===== src/rtl/uart6551_baudgen.sv =====
// uart6551_baudgen: 16x/1x baud enables from the 6551 rate table, an override increment, or an external 16x clock.
// Latency: synthesised first pulse at edge ceil(2^ACC_W/inc) after restart; external edge reaches baud16x_ce 3 clk edges after capture.
// Backpressure: none; free-running enables, and any source change or clear restarts cleanly with no glitch pulse.
module uart6551_baudgen #(
  parameter int unsigned CLK_FREQ = 100000000,
  parameter int unsigned ACC_W    = 32
) (
  input  logic             clk,
  input  logic             rst_n,
  input  logic [3:0]       baud_sel,
  input  logic             ext_clk,
  input  logic             inc_ovr_en,
  input  logic [ACC_W-1:0] inc_ovr,
  input  logic             clear,
  output logic             baud16x_ce,
  output logic             baud1x_ce,
  output logic             baud_clk
);

  // Rates are held in hundredths of a baud so the two fractional entries stay exact.
  function automatic logic [ACC_W-1:0] calc_inc(input int k);
    logic [127:0] rate_c;
    logic [127:0] num;
    logic [127:0] den;
    case (k)
      1:       rate_c = 128'd5000;
      2:       rate_c = 128'd7500;
      3:       rate_c = 128'd10992;
      4:       rate_c = 128'd13458;
      5:       rate_c = 128'd15000;
      6:       rate_c = 128'd30000;
      7:       rate_c = 128'd60000;
      8:       rate_c = 128'd120000;
      9:       rate_c = 128'd180000;
      10:      rate_c = 128'd240000;
      11:      rate_c = 128'd360000;
      12:      rate_c = 128'd480000;
      13:      rate_c = 128'd720000;
      14:      rate_c = 128'd960000;
      15:      rate_c = 128'd1920000;
      default: rate_c = 128'd0;
    endcase
    num = (rate_c * 128'd16) << ACC_W;
    den = 128'd100 * 128'(CLK_FREQ);
    calc_inc = ACC_W'((num + (den >> 1)) / den);
  endfunction

  // Constant increment ROM; entry 0 is unused (external clock select).
  logic [ACC_W-1:0] inc_rom [16];
  for (genvar k = 0; k < 16; k++) begin : g_rom
    localparam logic [ACC_W-1:0] INC_K = calc_inc(k);
    assign inc_rom[k] = INC_K;
  end

  logic [ACC_W-1:0] acc_q, acc_d;
  logic             ce16_q, ce16_d;
  logic             ce1_q, ce1_d;
  logic             bclk_q, bclk_d;
  logic [3:0]       div16_q, div16_d;
  logic             sync1_q, sync1_d;
  logic             sync2_q, sync2_d;
  logic             sync3_q, sync3_d;
  logic [3:0]       sel_prev_q, sel_prev_d;
  logic             ovr_en_prev_q, ovr_en_prev_d;
  logic [ACC_W-1:0] ovr_prev_q, ovr_prev_d;
  logic             armed_q, armed_d;

  logic [ACC_W-1:0] inc_eff;
  logic [ACC_W:0]   sum;
  logic             ext_mode;
  logic             restart;
  logic             pulse;

  // Source selection, restart detection and next-state for accumulator, prescaler and outputs.
  always_comb begin
    inc_eff  = inc_ovr_en ? inc_ovr : inc_rom[baud_sel];
    ext_mode = !inc_ovr_en && (baud_sel == 4'd0);
    // armed_q masks the first cycle after reset so the reset value of the
    // previous-select registers never looks like a source change.
    restart  = clear || (armed_q && ((baud_sel != sel_prev_q) ||
                                     (inc_ovr_en != ovr_en_prev_q) ||
                                     (inc_ovr != ovr_prev_q)));
    sum      = {1'b0, acc_q} + {1'b0, inc_eff};
    pulse    = ext_mode ? (sync2_q & ~sync3_q) : sum[ACC_W];

    sync1_d       = ext_clk;
    sync2_d       = sync1_q;
    sync3_d       = sync2_q;
    sel_prev_d    = baud_sel;
    ovr_en_prev_d = inc_ovr_en;
    ovr_prev_d    = inc_ovr;
    armed_d       = 1'b1;

    acc_d   = '0;
    ce16_d  = 1'b0;
    ce1_d   = 1'b0;
    div16_d = 4'd0;
    bclk_d  = 1'b0;
    if (!restart) begin
      acc_d   = ext_mode ? '0 : sum[ACC_W-1:0];
      ce16_d  = pulse;
      ce1_d   = pulse && (div16_q == 4'hF);
      div16_d = div16_q + {3'b000, pulse};
      bclk_d  = bclk_q ^ pulse;
    end
  end

  // State registers with asynchronous active-low reset.
  always_ff @(posedge clk or negedge rst_n) begin
    if (!rst_n) begin
      acc_q         <= '0;
      ce16_q        <= 1'b0;
      ce1_q         <= 1'b0;
      bclk_q        <= 1'b0;
      div16_q       <= 4'd0;
      sync1_q       <= 1'b0;
      sync2_q       <= 1'b0;
      sync3_q       <= 1'b0;
      sel_prev_q    <= 4'd0;
      ovr_en_prev_q <= 1'b0;
      ovr_prev_q    <= '0;
      armed_q       <= 1'b0;
    end else begin
      acc_q         <= acc_d;
      ce16_q        <= ce16_d;
      ce1_q         <= ce1_d;
      bclk_q        <= bclk_d;
      div16_q       <= div16_d;
      sync1_q       <= sync1_d;
      sync2_q       <= sync2_d;
      sync3_q       <= sync3_d;
      sel_prev_q    <= sel_prev_d;
      ovr_en_prev_q <= ovr_en_prev_d;
      ovr_prev_q    <= ovr_prev_d;
      armed_q       <= armed_d;
    end
  end

  assign baud16x_ce = ce16_q;
  assign baud1x_ce  = ce1_q;
  assign baud_clk   = bclk_q;

endmodule

===== config.mk =====
export PLATFORM = sky130hd
export DESIGN_NAME = uart6551_baudgen
export DESIGN_NICKNAME = d
export VERILOG_FILES = /design/src/rtl/uart6551_baudgen.sv
export SDC_FILE = /design/constraint.sdc
export NUM_CORES = 1
export LEC_CHECK = 0
export CAP_MARGIN = 20
export CORE_ASPECT_RATIO = 1.25
export CORE_MARGIN = 1.5
export CORE_UTILIZATION = 32
export DETAILED_ROUTE_END_ITERATION = 10
export GPL_TIMING_DRIVEN = 0
export PLACE_DENSITY = 0.57
export SYNTH_ARGS = -nofsm -noshare
export SYNTH_HDL_FRONTEND = slang
export SYNTH_SLANG_ARGS = --single-unit

===== constraint.sdc =====
create_clock -name clk -period 2.3 [get_ports clk]
set_input_delay 0.46 -clock clk [delete_from_list [all_inputs] [get_ports clk]]
set_output_delay 0.46 -clock clk [all_outputs]
set_load 0.005 [all_outputs]

==> run summary <==
Clk Tree Root Cell: clkbuf_16
Metal-1 WL: 7.735 mm
Num CTS Buffers: 9
First-pass iteration count of the detailed router: 7
Setup CP Type: in2reg
First-pass GRT wire length: 27.74 mm
Die H: 149.3 µm
Leakage: 0.003519 µW
ANT nets after route: 0
Share of layout cells above drive strength 1: 0.3484
H-tree Lvls: 3
Slack of the critical path: -0.9191 ns
CP endpoint kind: register
CP most frequent cell: ha_4
Net Switching: 1580 µW
Cells after synthesis: 610
Post-synth EDFFs: 0
Async S/R FF share, synth: 1.000
Met3 wire length: 665 µm
ANT cells: 0
Largest stage delay, worst path: 0.31 ns
RSZ-0062 raised after global routing: yes
Starting Density: 0.3266
Die ar.: 17920 µm²
Int Pwr: 3003 µW
Row count: 53
Capture point of the critical path: div16_q[1]
Placed cell count: 874
Finished Layout Cells: 952
Sw Ratio: 0.3447
Slew Limit Fails: 0
Tmin final: 3.219 ns
Area Growth Syn to Fin: 48.41%
Overall via count from detail_route: 5122
Synth warn: 0
Slew margin rel.: 0.4997
Post-Route WL: 18.11 mm
Worst r2r dst: div16_q[1]
Longest Clk Path Bufs: 2
GRT Overall Usage: 0.2016
Top cells by area, synth: dfrtp_1 (37%), ha_1 (10%), xnor2_1 (7.4%)
Vias in the first global route: 5071
Die width: 120.0 µm
Cts hold-fix bufs: 0
Final Power: 4583 µW
Worst reg-to-reg setup slack: -0.27 ns
Setup violators final: 34
Highest routed layer: met4
Min-Delay Path Class: in2async
Final net count: 814
Slew at the pin closest to its max-slew limit: 0.7485 ns
Fin Clk Skew: 0.008040 ns
GP Congestion: 0.9046
Hold Slack: -0.005507 ns
PortBufs: 43
Main synth FF type: dfrtp_1
Clk_lat worst skew: 0.35 ns
CP cell instances: buf_12 > buf_12 > inv_12 > ha_4 > nand2b_4 > o21ai_2 > a211oi_2 > a21o_1 > ha_4 > nand4_1 > buf_4 > nor3_2 > o21ai_2 > o21ai_2 > nand3_2 > a31o_4 > inv_4 > ha_4 > ha_4 > nor2b_1
Met2 WL post-DR: 9.092 mm
Post-synthesis register bit count: 80
Sequential share of power: 0.335
Yosys top cell by area: dfrtp_1
CTS tree: done
CP startpoint: baud_sel[0]
Grt total ovfl: 0
Post-Syn Nets: 697
Fin crit share: 1.400
Mean routed wirelength per cell: 19.02 µm
Iter 0 DRT Violations: 336
Pwr/cell area: 563.6 nW/µm²
Max cap viols: 0
Final hold violations: 14
I/O Pins: 44
Commonest non-fill, non-tap cell in the layout: dfrtp_1
Status: finished, violations left
Max frequency: 0.3106 GHz
CP Launch Type: input port
Worst vdd ir: 0.0004227 V
Placed cell area: 6516 µm²
Worst-path fanout max: 6
# DRC: 0
Worst EP arrival: 3.45 ns
Failing checks: negative hold slack, negative setup slack
Crit path required time: 2.53 ns
Post-route cell area: 8132 µm²
R2R cell count: 11
Clock share of power: 0.307
Area of the mapped netlist: 5479 µm²
Comb pwr share: 0.359
Mapped Avg Cell Area: 8.982 µm²
Clock slew seen by the registers of the worst setup and hold paths: 0.07 ns
Register area share after synthesis: 0.3654
CTS sink cnt: 80
Vias/cell: 5.380
Largest net degree at the start of global routing: 61
Initial antenna violation count: 0
Reg2reg start: acc_q[23]
Area share of the largest cell type after synthesis: 0.3654
Filler cells: 1513
Critical-path top delay cell: ha_4
Hpwl dp: 12.65 mm
Cell variety after synth: 59
Placeable Area: 16780 µm²
Most frequent cells in the layout: dfrtp_1 (80), buf_4 (50), nor2_1 (49)
[timing repair]
item	4_1_cts	5_1_grt
buffers inserted	43	20
gates cloned	2	1
pin swaps	65	39
setup endpoints to repair	39	39
gates resized for setup	182	63
[stage by stage]
stage	TNS, ns	utilization	hold WS, ns	worst slack (ns)
3_5_place_dp	-62.86	0.3884	0.3433	-2.317
4_1_cts	-18.87	0.4605	0.003487	-0.8772
3_3_place_gp	-231.54	0.3869	0.3382	-2.363
5_1_grt	-24.87	0.4847	0.01531	-1.077
6_report	-20.78	0.4847	-0.005507	-0.9191
2_1_floorplan	-14.99	-	0.1644	-0.8541
[layout make-up]
class                      count  area [µm²]  area share
tap                          220       275.3     0.03385
multi-input combinational    481        4115      0.5061
clock inverter                 7       55.05    0.006770
sequential                    80        2002      0.2462
clock buffer                   9       225.2     0.02770
buffer                        27       335.3     0.04124
timing repair buffer         108        1021      0.1256
inverter                      20       102.6     0.01262
[flip-flops by register name, indices dropped and copies added (netlist names), 4 cells and up]
register / count
acc_q: 32
div16_q: 4
ovr_prev_q: 32
sel_prev_q: 4
[how the worst min path moves through the flow]
| stage | startpoint | endpoint | slack (ns) | cells past startpoint |
|---|---|---|---|---|
| after floorplan | rst_n | acc_q[0] | 0.16 | 0 |
| after global placement | sync1_q | sync2_q | 0.34 | 0 |
| after detailed placement | sync1_q | sync2_q | 0.34 | 0 |
| after CTS | rst_n | sync2_q | 0.003 | 1 |
| after global routing | rst_n | sync1_q | 0.02 | 1 |
| final | rst_n | acc_q[20] | -0.006 | 1 |
[cells in the mapped netlist (2+ instances only)]
cell type  instances
mux2i_1            3
buf_1              3
clkbuf_1          11
buf_2              9
nor3b_1            3
o21ai_1            2
ha_1              45
nand2_1           46
and2_1            13
a21oi_1           49
a311oi_1           4
nand4_1           17
o21a_1             6
dfrtp_1           80
o221ai_1           2
or2_2              2
a31oi_1            6
or3_1              4
xor2_1            12
a211o_1            2
a21o_1            17
o21ai_0           38
a21oi_2            6
buf_4              2
nor3_1            15
inv_1             19
nand3_1           12
mux2_2             6
nor4_1             3
xnor2_1           46
buf_6              3
nand2b_1           3
nor2_1            59
and3_1             5
o21bai_1           3
o211ai_1          10
a211oi_1          11
o31ai_1            8
nor2b_1            5
[power by group through the flow]
stage	logic, µW	registers [µW]	clock network [µW]
after CTS	1470	1530	1440
after global routing	1760	1540	1470
final	1640	1530	1410
after detailed placement	1180	1550	0
after floorplan	831	1550	0
after global placement	1160	1550	0
[kinds of logic (layout without fill, tap and decap cells)]
family                   count (synthesis)  after routing  synth area share
AND/OR/NAND/NOR                        191            191            0.1685
AO/OA/AOI/OAI                          175            175            0.2044
flip-flops                              80             80            0.3654
XOR/XNOR                                58             58           0.09272
buffers and inverters                   49            171           0.04133
adder cells (fa/ha/maj)                 46             46            0.1064
multiplexers                            10             10           0.02055
other                                    1              1         0.0006844
[critical path, delay by kind of cell]
kind / cells / cell delay (ns)
compound gates: 6 / 0.82
fa+ha+maj: 4 / 0.84
buf+inv: 5 / 0.55
simple gates: 5 / 0.77
[routing by layer]
layer / track usage / up-vias
met5: 0 / -
met4: 0.09940 / 0
met3: 0.02446 / 42
met2: 0.3474 / 172
met1: 0.2483 / 2499
li1: - / 2409
Power figures use the tool's default switching activity.
